**config.mk**
```make
export PLATFORM = sky130hd
export DESIGN_NAME = countdown_ctrl
export DESIGN_NICKNAME = d
export VERILOG_FILES = /design/src/rtl/countdown_pkg.sv /design/src/rtl/countdown_tick_gen.sv /design/src/rtl/countdown_ctrl.sv
export SDC_FILE = /design/constraint.sdc
export NUM_CORES = 1
export LEC_CHECK = 0
export CORE_ASPECT_RATIO = 0.5
export CORE_MARGIN = 5
export CORE_UTILIZATION = 61
export CTS_CLUSTER_SIZE = 25
export DETAILED_ROUTE_END_ITERATION = 10
export PLACE_DENSITY = 0.85
export RECOVER_POWER = 100
export SETUP_SLACK_MARGIN = 0.3
export SLEW_MARGIN = 5
export SYNTH_ARGS = -nofsm -noshare
export SYNTH_HDL_FRONTEND = slang
export SYNTH_HIERARCHICAL = 1
export SYNTH_SLANG_ARGS = --single-unit
```
**constraint.sdc**
```tcl
create_clock -name clock -period 5.7 [get_ports clock]
set_input_delay 1.14 -clock clock [delete_from_list [all_inputs] [get_ports clock]]
set_output_delay 1.14 -clock clock [all_outputs]
set_load 0.005 [all_outputs]
```
**src/rtl/countdown_pkg.sv**
```systemverilog
// countdown_pkg
// Shared definitions for the two-digit countdown controller: the FSM state
// encoding, the BCD digit width/limit and small BCD helpers used by the
// controller.
// Ports: none (package).

package countdown_pkg;

  localparam int              BCD_W   = 4;
  localparam logic [BCD_W-1:0] BCD_MAX = 4'd9;

  typedef enum logic [1:0] {
    IDLE  = 2'd0,
    RUN   = 2'd1,
    PAUSE = 2'd2,
    ALARM = 2'd3
  } state_t;

  // Two BCD digits kept together so the pair can be compared against 00/01.
  typedef struct packed {
    logic [BCD_W-1:0] tens;
    logic [BCD_W-1:0] ones;
  } bcd2_t;

  // Preset switches can present 0xA..0xF; those read as 9.
  function automatic logic [BCD_W-1:0] bcd_clamp(input logic [BCD_W-1:0] d);
    return (d > BCD_MAX) ? BCD_MAX : d;
  endfunction

  // Two-digit BCD decrement with borrow from ones into tens; 00 stays 00.
  function automatic bcd2_t bcd_dec(input bcd2_t v);
    bcd2_t r;
    r = v;
    if (v.tens == '0 && v.ones == '0) begin
      r = v;
    end else if (v.ones == '0) begin
      r.ones = BCD_MAX;
      r.tens = v.tens - 1'b1;
    end else begin
      r.ones = v.ones - 1'b1;
    end
    return r;
  endfunction

endpackage

```
**src/rtl/countdown_tick_gen.sv**
```systemverilog
// countdown_tick_gen
// Prescaler producing the count tick: counts 0..TICK_DIV-1 while enabled,
// holds when disabled, and is forced to 0 by clear (clear beats enable).
// Ports:
//   clock  - system clock, rising edge
//   reset  - synchronous, active-low reset
//   enable - advance the prescaler this cycle
//   clear  - force the prescaler to 0 at the next edge
//   tick   - high while enabled and the count is at TICK_DIV-1

module countdown_tick_gen #(
  parameter int TICK_DIV = 50000000
) (
  input  logic clock,
  input  logic reset,
  input  logic enable,
  input  logic clear,
  output logic tick
);

  localparam int               CNT_W = (TICK_DIV > 2) ? $clog2(TICK_DIV) : 1;
  localparam logic [CNT_W-1:0] LAST  = CNT_W'(TICK_DIV - 1);

  logic [CNT_W-1:0] count_q;
  logic [CNT_W-1:0] count_d;

  // tick is qualified by enable so a held count never fires while paused.
  assign tick = enable && (count_q == LAST);

  always_comb begin
    count_d = count_q;
    if (clear) begin
      count_d = '0;
    end else if (enable) begin
      count_d = (count_q == LAST) ? '0 : count_q + 1'b1;
    end
  end

  always_ff @(posedge clock) begin
    if (!reset) begin
      count_q <= '0;
    end else begin
      count_q <= count_d;
    end
  end

endmodule

```
**src/rtl/countdown_ctrl.sv**
```systemverilog
// countdown_ctrl
// Sequencing controller for the two-digit countdown: holds the BCD count,
// owns the 1 s tick prescaler and runs the IDLE/RUN/PAUSE/ALARM machine.
// All outputs are registered; a button pulse takes effect at the next edge.
// Optional build macro: COUNTDOWN_AUTO_RELOAD_EN - when defined, an ALARM
// that times out reloads the preset and restarts (if the preset is non-zero).
// Ports:
//   clock, reset            - clock and synchronous active-low reset
//   start_btn/pause_btn/load_btn - single-cycle debounced button pulses
//   preset_tens/preset_ones - preset digits (values above 9 read as 9)
//   digit1/digit0           - current tens/ones BCD digits
//   running                 - high while counting
//   done                    - one-cycle pulse when the count reaches 00
//   beep                    - buzzer enable, high in ALARM

module countdown_ctrl
  import countdown_pkg::*;
#(
  parameter int TICK_DIV   = 50000000,
  parameter int BEEP_TICKS = 3
) (
  input  logic       clock,
  input  logic       reset,
  input  logic       start_btn,
  input  logic       pause_btn,
  input  logic       load_btn,
  input  logic [3:0] preset_tens,
  input  logic [3:0] preset_ones,
  output logic [3:0] digit1,
  output logic [3:0] digit0,
  output logic       running,
  output logic       done,
  output logic       beep
);

  localparam int              BC_W      = (BEEP_TICKS > 1) ? $clog2(BEEP_TICKS + 1) : 1;
  localparam logic [BC_W-1:0] BEEP_LAST = BC_W'(BEEP_TICKS - 1);

  state_t          state_q, state_d;
  bcd2_t           digits_q, digits_d;
  logic [BC_W-1:0] beep_cnt_q, beep_cnt_d;
  logic            running_q, running_d;
  logic            done_q, done_d;
  logic            beep_q, beep_d;

  logic  presc_en;
  logic  presc_clr;
  logic  tick;
  bcd2_t preset;

  assign preset.tens = bcd_clamp(preset_tens);
  assign preset.ones = bcd_clamp(preset_ones);

  countdown_tick_gen #(
    .TICK_DIV(TICK_DIV)
  ) u_tick_gen (
    .clock (clock),
    .reset (reset),
    .enable(presc_en),
    .clear (presc_clr),
    .tick  (tick)
  );

  // Next-state logic. The prescaler does not advance on the cycle a pause
  // is accepted, so a pause landing on a tick keeps the count at its last
  // value and resuming finishes the interrupted period instead of a new one.
  always_comb begin
    state_d    = state_q;
    digits_d   = digits_q;
    beep_cnt_d = beep_cnt_q;
    done_d     = 1'b0;
    presc_en   = 1'b0;
    presc_clr  = 1'b0;

    case (state_q)
      IDLE: begin
        if (load_btn) begin
          digits_d = preset;
        end else if (start_btn && digits_q != '0) begin
          state_d   = RUN;
          presc_clr = 1'b1;
        end
      end

      RUN: begin
        presc_en = !pause_btn;
        if (pause_btn) begin
          state_d = PAUSE;
        end else if (tick && digits_q != '0) begin
          digits_d = bcd_dec(digits_q);
          if (digits_q == 8'h01) begin
            state_d    = ALARM;
            done_d     = 1'b1;
            presc_clr  = 1'b1;
            beep_cnt_d = '0;
          end
        end
      end

      PAUSE: begin
        if (load_btn) begin
          digits_d  = preset;
          presc_clr = 1'b1;
          state_d   = IDLE;
        end else if (start_btn) begin
          state_d = RUN;
        end
      end

      ALARM: begin
        presc_en = 1'b1;
        if (load_btn || pause_btn) begin
          state_d    = IDLE;
          beep_cnt_d = '0;
          if (load_btn) begin
            digits_d = preset;
          end
        end else if (tick) begin
          if (beep_cnt_q == BEEP_LAST) begin
            beep_cnt_d = '0;
`ifdef COUNTDOWN_AUTO_RELOAD_EN
            digits_d = preset;
            if (preset != '0) begin
              state_d   = RUN;
              presc_clr = 1'b1;
            end else begin
              state_d = IDLE;
            end
`else
            state_d = IDLE;
`endif
          end else begin
            beep_cnt_d = beep_cnt_q + 1'b1;
          end
        end
      end

      default: begin
        state_d = IDLE;
      end
    endcase

    running_d = (state_d == RUN);
    beep_d    = (state_d == ALARM);
  end

  always_ff @(posedge clock) begin
    if (!reset) begin
      state_q    <= IDLE;
      digits_q   <= '0;
      beep_cnt_q <= '0;
      running_q  <= 1'b0;
      done_q     <= 1'b0;
      beep_q     <= 1'b0;
    end else begin
      state_q    <= state_d;
      digits_q   <= digits_d;
      beep_cnt_q <= beep_cnt_d;
      running_q  <= running_d;
      done_q     <= done_d;
      beep_q     <= beep_d;
    end
  end

  assign digit1  = digits_q.tens;
  assign digit0  = digits_q.ones;
  assign running = running_q;
  assign done    = done_q;
  assign beep    = beep_q;

endmodule

```
# Word-level counts from Yosys, hierarchy flattened
# Index checks and enable logic that the tools add are counted.
# W data, S select, Z words.
# totals
ff_bits	41
word_cells	84
inputBits	13
out_inout_bits	11
# classes
muxes	37
eq_ne	15
n_lt_le_gt_ge	2
addsub	4
n_bitwise	1
reduce_logical	17
# ops
cell	count
$mux W8	5
$mux W2	16
$add A26 B1 Y26 const B	1
$eq A26 B26 Y1 const B	1
$mux W26	1
$pmux W8 S3	1
$mux W4	4
$ne A2 B2 Y1 const B	6
$reduce_and A5 Y1	2
$eq A2 B2 Y1 const B	4
$eq A8 B1 Y1 const B	1
$gt A4 B4 Y1 const B	2
$logic_not A4 Y1	2
$pmux W2 S4	1
$reduce_bool A8 Y1	1
$sub A4 B1 Y4 const B	2
$mux W1	6
$eq A2 B1 Y1 const B	2
$logic_and A1 B1 Y1	4
$pmux W2 S2	1
$reduce_and A4 Y1	1
$reduce_or A2 Y1	2
$ne A3 B3 Y1 const B	1
$pmux W1 S3	1
other kinds (8)	8

# Depth between registers and ports, before layout
# depth
word_depth	8
depth_mapped	13

# Cells and area by module
# The synthesis kept the hierarchy.
# by_module_without_submodules
module	cells_each	seq_area_each_um2	area_per_inst_um2	instances
countdown_tick_gen	144	520.5	1262.5	1
countdown_ctrl	120	300.3	1048.5	1

# Worst setup path after synthesis
# No wires, ideal clock.
# synth_timing
kind	input to register
from	input pause_btn
to	register u_tick_gen.count_q[0]
setup_ns	0.117
cell_stages	11
required_time_ns	5.583
arrival_time_ns	3.616
path_buffers	1
slack_ns	1.966
path_cell_list	a21boi_0 > and3_1 > nand4_1 > nor3_1 > and4bb_2 > nand3_1 > o21ai_0 > and2b_2 > o31ai_1 > buf_2 > nor2_1
# synth_between
elab_chain_cells	8
# synth_lines
item	line_no	text
from (decl)	countdown_ctrl.sv:25	input logic pause_btn,
$logic_not A1 Y1	countdown_ctrl.sv:86	presc_en = !pause_btn;
$pmux W1 S2	countdown_ctrl.sv:75	case (state_q)
$logic_and A1 B1 Y1	countdown_tick_gen.sv:28	assign tick = enable && (count_q == LAST);
net tick	countdown_ctrl.sv:48	logic tick;
$logic_and A1 B1 Y1	countdown_ctrl.sv:89	end else if (tick && digits_q != '0) begin
$mux W1	countdown_ctrl.sv:89	
$mux W1	countdown_ctrl.sv:87	if (pause_btn) begin
$pmux W1 S3	countdown_ctrl.sv:75	
net presc_clr	countdown_ctrl.sv:47	logic presc_clr;
$reduce_or A2 Y1 (no line)	n/a	
to (signal assigned)	countdown_tick_gen.sv:43	count_q <= count_d;
to (decl)	countdown_tick_gen.sv:24	logic [CNT_W-1:0] count_q;
# The timed path passes the listed nets, and every way through them passes these cells.
# A chain may end at the register's enable or synchronous reset.

# Worst setup path after layout
# layout_timing
from	input pause_btn
to	register u_tick_gen.count_q[8]
# layout_between
elab_chain_cells	8
# layout_lines
item	line_no	text
$logic_not A1 Y1	countdown_ctrl.sv:86	
$pmux W1 S2	countdown_ctrl.sv:75	
net presc_en	countdown_ctrl.sv:46	logic presc_en;
$logic_and A1 B1 Y1	countdown_tick_gen.sv:28	
net tick	countdown_ctrl.sv:48	
$logic_and A1 B1 Y1	countdown_ctrl.sv:89	
$mux W1	countdown_ctrl.sv:89	
$mux W1	countdown_ctrl.sv:87	
$pmux W1 S3	countdown_ctrl.sv:75	
net presc_clr	countdown_ctrl.sv:47	
$reduce_or A2 Y1 (no line)	n/a	
# The timed path passes the listed nets, and every way through them passes these cells.

==> impl_metrics.json <==
{
  "outcome": "complete, no violations",
  "intPower_uw": 441,
  "postLayoutCoreUtil": 0.731,
  "overflow": 0,
  "ys_seq_elements": 41,
  "synth-edff-count": 0,
  "vias_per_cell": 6.15,
  "gp_congestion": 0.842,
  "p_sw_frac": 0.256,
  "die_h_um": 53.5,
  "drtIter0Drc": 87,
  "num_rows": 15,
  "slew-limit-headroom": 0.488,
  "fmax_mhz": 211,
  "cts_htree_levels": 2,
  "place_area_sq_um": 2520,
  "max-vdd-ir-drop_v": 0.000127,
  "n_antenna_cell": 0,
  "drv_slew": 0,
  "numPortBuffers": 23,
  "critPathCaptureType": "flop",
  "p_sw_uw": 152,
  "finalCritPeriodShare": 0.831,
  "drive_gt1_frac": 0.0839,
  "die-area_sq_um": 5190,
  "clk_path_buf_depth": 2,
  "powerDensity_nw_per_um2": 229,
  "tightestPinTransition_ns": 0.761,
  "p_leak_uw": 0.000889,
  "vias": 2072,
  "crit_path_max_fanout": 24,
  "dr.pass1.iters": 4,
  "pwr-share-comb": 0.132,
  "timing.final.crit_period_ns": 4.73,
  "synth_ff_type": "dfxtp_1",
  "min_path_type": "flop to flop",
  "ios": 24,
  "synth_area_sq_um": 2310,
  "setup-tns-final_ns": 0,
  "startpoint_type": "primary input",
  "grt_pass1_vias": 1886,
  "clock-sinks": 41,
  "grt_max_degree": 25,
  "final_cell_area_sq_um": 2590,
  "grt_antenna_before_repair": 0,
  "max_stage_delay_ns": 0.66,
  "avgSynthCellArea_sq_um": 8.75,
  "grt_pass1_wl_um": 8830,
  "p_seq_frac": 0.516,
  "ys_warn_count": 6,
  "drt-total-wl_um": 5040,
  "hold_buffers": 0,
  "ctsResizeCount": 0,
  "cts_root_buf": "clkbuf_8",
  "wl_per_cell_um": 15.0,
  "max-cap-violations": 0,
  "clkLatencyLatePin_ns": 0.29,
  "skew_ns": 0.00752,
  "drc": 0,
  "clk_pin_slew_worst_paths_ns": 0.08,
  "yosysSeqAreaShare": 0.355,
  "hpwlAfterDp_um": 3560,
  "crit_chain": "dlygate4sd3_1 -> a21boi_0 -> and3_1 -> nand4_1 -> nor3_1 -> and4bb_1 -> nand3_1 -> o21ai_0 -> and2b_2 -> o31ai_1 -> clkbuf_2 -> nor2_1",
  "drtAntennaViolNets": 0,
  "finalSetupViolCount": 0,
  "cpMaxStageDelayCell": "a21boi_0",
  "syn-num-nets": 281,
  "worstPathRequired_ns": 5.87,
  "grtUsageTotal": 0.211,
  "arrival_ns": 4.90,
  "path_class": "primary input to flop",
  "start_util": 0.651,
  "finalNetCount": 302,
  "post-cts-setup-buffers": 0,
  "synthCells": 264,
  "ys_types": 64,
  "core-area_sq_um": 3550,
  "cts_buffers": 5,
  "rsz0062_at_grt": "false",
  "async_flop_share": 0,
  "hold_violations": 0,
  "syn_to_final_growth_pct": 12.2,
  "cts_tree": "done",
  "dieWidth_um": 97.0,
  "power.share.clock": 0.351
}
[logic make-up after synthesis]
family,count (synthesis),share of synthesized area
XOR/XNOR,12,0.0455
multiplexers,3,0.0135
flip-flops,41,0.355
AND/OR/NAND/NOR,118,0.321
buffers and inverters,19,0.0558
adder cells (fa/ha/maj),4,0.0217
AO/OA/AOI/OAI,67,0.187
[metrics by stage]
stage	hold WS [ns]	power (uW)	setup WS, ns	instances
global placement	0.461	393	1.14	329
finish	0.472	593	0.966	337
detailed placement	0.473	395	0.967	329
floorplan	0.436	366	1.97	264
global route	0.502	623	0.575	337
CTS	0.472	602	1.24	337
[layout by cell type (no fill, tap or decap), drive strengths merged, types with 2 or more instances in the layout]
cell and instances:
o31ai 9, a21boi 4, a31oi 2, nand3 12
and2 2, xor2 6, nor3 4, clkdlybuf4s50 11
nand4 11, nor3b 4, a21oi 21, nor4 4
or4 8, ha 4, and4 5, mux2i 2
nor2 24, dfxtp 41, o21ai 18, nand2b 4
xnor2 6, or3 9, nand2 14, clkbuf 8
and3 3, nor2b 3, inv 9, o22ai 2
nor4b 2, dlygate4sd3 12
[cell usage after synthesis (3+ instances only)]
library cell / number / area, sq um
buf_6: 5 / 56.3
or3_1: 8 / 50.1
xor2_1: 6 / 52.6
nand2b_1: 4 / 25.0
o31ai_1: 9 / 67.6
inv_1: 9 / 33.8
or4_1: 6 / 45.0
a21boi_0: 3 / 22.5
a21oi_1: 21 / 105
ha_1: 4 / 50.1
nand4_1: 9 / 56.3
nand2_1: 14 / 52.6
and3_1: 3 / 18.8
xnor2_1: 6 / 52.6
nor2_1: 24 / 90.1
nor2b_1: 3 / 18.8
nor4_1: 3 / 18.8
dfxtp_1: 41 / 821
o21ai_0: 16 / 80.1
nor3_1: 3 / 15.0
nand3_1: 12 / 60.1
nor3b_1: 3 / 22.5
and4_1: 3 / 26.3
[power groups by stage]
stage	combinational [uW]	clock, uW	sequential, uW
floorplan	58.6	0	308
global placement	80.7	0	313
detailed placement	82.3	0	313
CTS	83.3	212	306
global route	87.2	228	308
finish	78.5	208	306
[critical path, delay by kind of cell]
kind	cells	cell delay, ns
simple gates	7	1.80
buf+inv	2	1.11
compound gates	3	0.83
[final timing paths]
kind	startpoint	endpoint	slack, ns	depth (start not counted)
setup reg to reg	state_q[1]	u_tick_gen/count_q[8]	1.91	12
hold reg to reg	beep_cnt_q[0]	beep_cnt_q[1]	0.47	2
hold / removal	beep_cnt_q[0]	beep_cnt_q[1]	0.47	2
setup / recovery	pause_btn	u_tick_gen/count_q[8]	0.97	12
[flip-flops by register name, indices dropped and copies added, names as in the netlist]
signal	flops
running	1
done	1
digit0	4
beep	1
u_tick_gen/count_q	26
digit1	4
beep_cnt_q	2
state_q	2
[final cells by class]
class / instances / area [sq um]
Clock buffer: 7 / 96.3
Clock inverter: 1 / 5.00
Fill cell: 272 / 953
Inverter: 9 / 33.8
Multi-Input combinational cell: 204 / 1340
Sequential cell: 41 / 821
Tap cell: 51 / 63.8
Timing Repair Buffer: 24 / 235
[layer usage]
layer	wire length (um)	track usage	vias up
li1	-	-	1041
met1	2460	0.256	973
met2	2200	0.373	51
met3	328	0.0605	7
met4	51	0.0653	0
met5	0	0	-
(Power assumes the default switching activity.)
==> RTL edit 1: new RTL, same flow settings <==
The output `beep` loses its register stage (`beep_q` becomes a continuous assignment).
--- a/src/rtl/countdown_ctrl.sv
+++ b/src/rtl/countdown_ctrl.sv
@@ -153,3 +153,2 @@
       done_q     <= 1'b0;
-      beep_q     <= 1'b0;
     end else begin
@@ -160,5 +159,6 @@
       done_q     <= done_d;
-      beep_q     <= beep_d;
     end
   end
+
+  assign beep_q = beep_d;
 
Behaviour: no difference found for any inputs over 10 cycles, from zero or initial values and one cycle with reset low; that may be too few to reach the edited logic, so the function may still have changed.
==> RTL edit 1 against the unedited design <==
  * The flow now finishes with violations (max-capacitance violations, max-slew violations)
  * Power fell by 5.1%
  * Worst setup slack lost 540 ps
  * Worst hold slack improved by 26 ps
  * Final area fell by 0.92%
  * Global-route usage grew 0.29 points
  * Area after synthesis is 0.76% lower
  * Core utilization decreased by 0.28 points
  * Wire length is 0.75% higher
  * Clock skew rose by 2.7 ps
  * Sequential cell count down 1
  * Critical path depth fell by 1
  * First-iteration DRC count shrank 24%
==> RTL edit 1: results (changes against the unedited design) <==
outcome finished, violations left (was finished clean); failing checks max-capacitance violations, max-slew violations; area post-placement 2530 um^2 (was 2520 um^2); DP HPWL 3.56 mm (about the same); static leakage 0.888 nW (was 0.889 nW); CTS root buffer clkbuf_8 (unchanged); CP peak stage delay 500 ps (was 660 ps); Synth area leaders dfxtp_1 35%, a21oi_1 5.0%, nor2_1 3.9% (was dfxtp_1 36%, a21oi_1 4.5%, nor2_1 3.9%); GR Layer Usage met2 39.4% (was 37.3%); clk pwr 0.181 mW (was 0.208 mW); final WL 5.08 mm (was 5.04 mm); Slew Limit Headroom -74.8% (was 48.8%); M1 wire length 2.42 mm (was 2.46 mm); Mapped Nets 279 (was 281); met1 Use GR 24.9% (was 25.6%); vias in the first global route 2039 (was 1886); first-pass GRT wire length 9.02 mm (was 8.83 mm); Port-buffer cells 23 (unchanged); sequential power 0.298 mW (was 0.306 mW); sw frac 27.2% (was 25.6%); Crit Path Max Fanout 6 (was 24); Max-Cap Viols 1 (was 0); Final Skew 10.2 ps (was 7.52 ps); # nets final 299 (was 302); via-per-instance ratio 6.14 (was 6.15); asr flop ratio synth 0% (unchanged); max-slew violations 25 (was 0); HP Class reg2reg (unchanged); routed wl met2 2.43 mm (was 2.20 mm); drt initial violations 66 (was 87); Slowest cell on crit path clkdlybuf4s50_1 (was a21boi_0); register area share after synthesis 34.9% (was 35.5%); most common library cells after synthesis 40 x dfxtp_1, 24 x nor2_1, 23 x a21oi_1 (was 41 x dfxtp_1, 24 x nor2_1, 21 x a21oi_1); layout cell share with drive strength beyond 1 8.87% (was 8.39%); met3 WL 178 um (was 328 um)
## RTL edit 1: changes by cell type after synthesis, sizes merged, moves of 2 or more
cell and delta:
a21boi -4, a21oi +2, nand2b -2, nand3b +2, nand4 +2, o211a +2, o21ai -5
## RTL edit 1: what timing repair did
item | CTS | global route
hold endpoints to repair | 0 | 0
gates resized for setup | 0 | 1
hold buffers | 0 | 0
setup endpoints to repair | 0 | 1
## RTL edit 1: path summary, 6_finish.rpt
kind / startpoint / to / slack (ps) / cells after the start
hold / removal: u_tick_gen/count_q[25] / u_tick_gen/count_q[25] / 500 / 2
setup / recovery: pause_btn / beep / 420 / 11
setup reg to reg: state_q[0] / u_tick_gen/count_q[11] / 2100 / 5
hold reg to reg: u_tick_gen/count_q[25] / u_tick_gen/count_q[25] / 500 / 2
## RTL edit 1: logic make-up after synthesis
| group | share of synthesized area [%] |
|---|---|
| and+or+nand+nor | 31.4 |
| AOI/OAI and AO/OA | 20.5 |
| DFF | 34.9 |
| buffers and inverters | 5.07 |
| xor gates and xnor gates | 4.58 |
| adders and majority gates | 2.18 |
| muxes | 1.31 |
## RTL edit 1: worst min-delay path, cell delays in order (launching register included)
cell and delay [ps]:
dfxtp_1 330, o31ai_1 70, a21oi_1 60
## RTL edit 1: per-stage QoR
step           worst slack, ps  instances  util (%)  total power [mW]
6_report                   421        333      72.8             0.563
5_1_grt                    297        333      72.8             0.595
4_1_cts                    372        333      74.0             0.575
3_5_place_dp               377        326      71.7             0.393
3_3_place_gp               545        326      71.7             0.391
2_1_floorplan             1460        262         -             0.364
## RTL edit 1: final cells by class
type,instances,area [um^2]
sequential,40,801
inverter,10,37.5
tap,51,63.8
timing repair buffer,24,238
fill,285,958
clock inverter,2,12.5
clock buffer,5,68.8
multi-input combinational,201,1350
==> RTL edit 2: new RTL, same flow settings <==
Without the edit above. Build with the macro `COUNTDOWN_AUTO_RELOAD_EN` defined.
--- a/src/rtl/countdown_ctrl.sv
+++ b/src/rtl/countdown_ctrl.sv
@@ -14,2 +14,4 @@
 //   beep                    - buzzer enable, high in ALARM
+
+`define COUNTDOWN_AUTO_RELOAD_EN
 
Formal check against the unedited RTL: no difference found for any inputs over 10 cycles, from zero or initial values and one cycle with reset low; that may be too few to reach the edited logic, so the function may still have changed.
==> RTL edit 2 against the unedited design <==
  * Combinational power up 35%
  * Worst setup slack better by 560 ps
  * Area after synthesis up 1.3%
  * Clock power down 8%
  * Wire length up 4.8%
  * Final area up 1.4%
  * Power up 2.7%
  * Cell count up 4.7%
  * Sequential cell count unchanged
  * Clock skew about the same
  * Global-route usage up 1.2 points
  * Count of clock-buffer cells in the layout down 2
  * Highest routed layer unchanged
==> RTL edit 2: results (changes against the unedited design) <==
post-synthesis adder-cell area fraction 2.14% (was 2.17%); CP arrival 4370 ps (was 4900 ps); Hold Startpoint u_tick_gen/count_q[22] (was beep_cnt_q[0]); Final GP Congestion 0.855 (was 0.842); first-pass GRT wire length 9.40 mm (was 8.83 mm); drt initial violations 79 (was 87); GR Layer Usage met2 38.2% (was 37.3%); hold slack final 509 ps (was 472 ps); register area share after synthesis 35.1% (was 35.5%); via count 2225 (was 2072); post-synthesis mux area share 0.855% (was 1.35%); Worst-Margin Slew 647 ps (was 761 ps); Worst R2R Setup Slack 2380 ps (was 1910 ps); GR Layer Usage met3 6.21% (was 6.05%); Final Skew 7.27 ps (was 7.52 ps); outcome finished clean (unchanged); unique cell type count in the Yosys netlist 60 (was 64); vias in the first global route 2109 (was 1886); most common library cells after synthesis 41 x dfxtp_1, 25 x nor2_1, 24 x nand2_1 (was 41 x dfxtp_1, 24 x nor2_1, 21 x a21oi_1); Min-Delay Endpoint u_tick_gen/count_q[22] (was beep_cnt_q[1]); Mapped Nets 298 (was 281); R2R depth 13 (was 12); routed wl met2 2.41 mm (was 2.20 mm); drt pass-1 iters 4 (unchanged); largest family of logic cells by synthesized area simple AND/OR/NAND/NOR gates (unchanged); layout cell share with drive strength beyond 1 8.94% (was 8.39%); M1 wire length 2.41 mm (was 2.46 mm); VDD IR-drop max 0.000142 V (was 0.000127 V); compound-cell area share of the yosys netlist 21.0% (was 18.7%); final WL 5.28 mm (was 5.04 mm); # nets final 318 (was 302); DR top layer met4 (unchanged); largest net degree at the start of global routing 25 (unchanged); met1 Use GR 26.8% (was 25.6%); Syn Area/Cell 8.33 um^2 (was 8.75 um^2); met3 WL 362 um (was 328 um); area post-placement 2560 um^2 (was 2520 um^2); Wirelength per Cell 15.0 um (about the same); asr flop ratio synth 0% (unchanged); Crit Path Max Fanout 24 (unchanged); CP endpoint u_tick_gen/count_q[12] (was u_tick_gen/count_q[8]); initial antenna violation count 0 (unchanged); Synth area leaders dfxtp_1 35%, a21oi_1 4.7%, nor2_1 4.0% (was dfxtp_1 36%, a21oi_1 4.5%, nor2_1 3.9%); static leakage 0.886 nW (was 0.889 nW); pre-CTS setup slack 1400 ps (was 967 ps); GRT Total Usage 22.4% (was 21.1%); antenna cells 0 (unchanged); DP HPWL 3.70 mm (was 3.56 mm); Post-Synth XOR/XNOR Area 4.49% (was 4.55%); dpl cells 345 (was 329); Biggest register u_tick_gen/count_q (unchanged)
-- RTL edit 2: cell families (layout without fill, tap and decap cells) --
logic type,after synthesis,in the layout
xor gates and xnor gates,12,12
and+or+nand+nor,126,126
buffers and inverters,21,42
muxes,2,2
AOI/OAI and AO/OA,75,75
DFF,41,41
adders and majority gates,4,4
-- RTL edit 2: worst max-delay path, stage by stage --
cell and delay, ps:
dlygate4sd3_1 620, nand2b_1 110, and2_0 330, and3_1 280, nand4_1 160, nor3_1 440, or2b_1 320, nor2_1 140
nand2_1 60, nand3_1 90, and2b_2 220, o31ai_2 50, buf_4 300, nor2_1 90
-- RTL edit 2: power breakdown --
part / internal [mW] / switching [mW]
Combinational: 0.0516 / 0.0544
Clock: 0.0846 / 0.108
Sequential: 0.296 / 0.0151
-- RTL edit 2: cell type report --
cell class                 instances  area [um^2]
multi-input combinational        219         1390
fill                             259          935
sequential                        41          821
timing repair buffer              24          238
clock buffer                       5         68.8
tap                               51         63.8
inverter                          10         37.5
clock inverter                     3         17.5
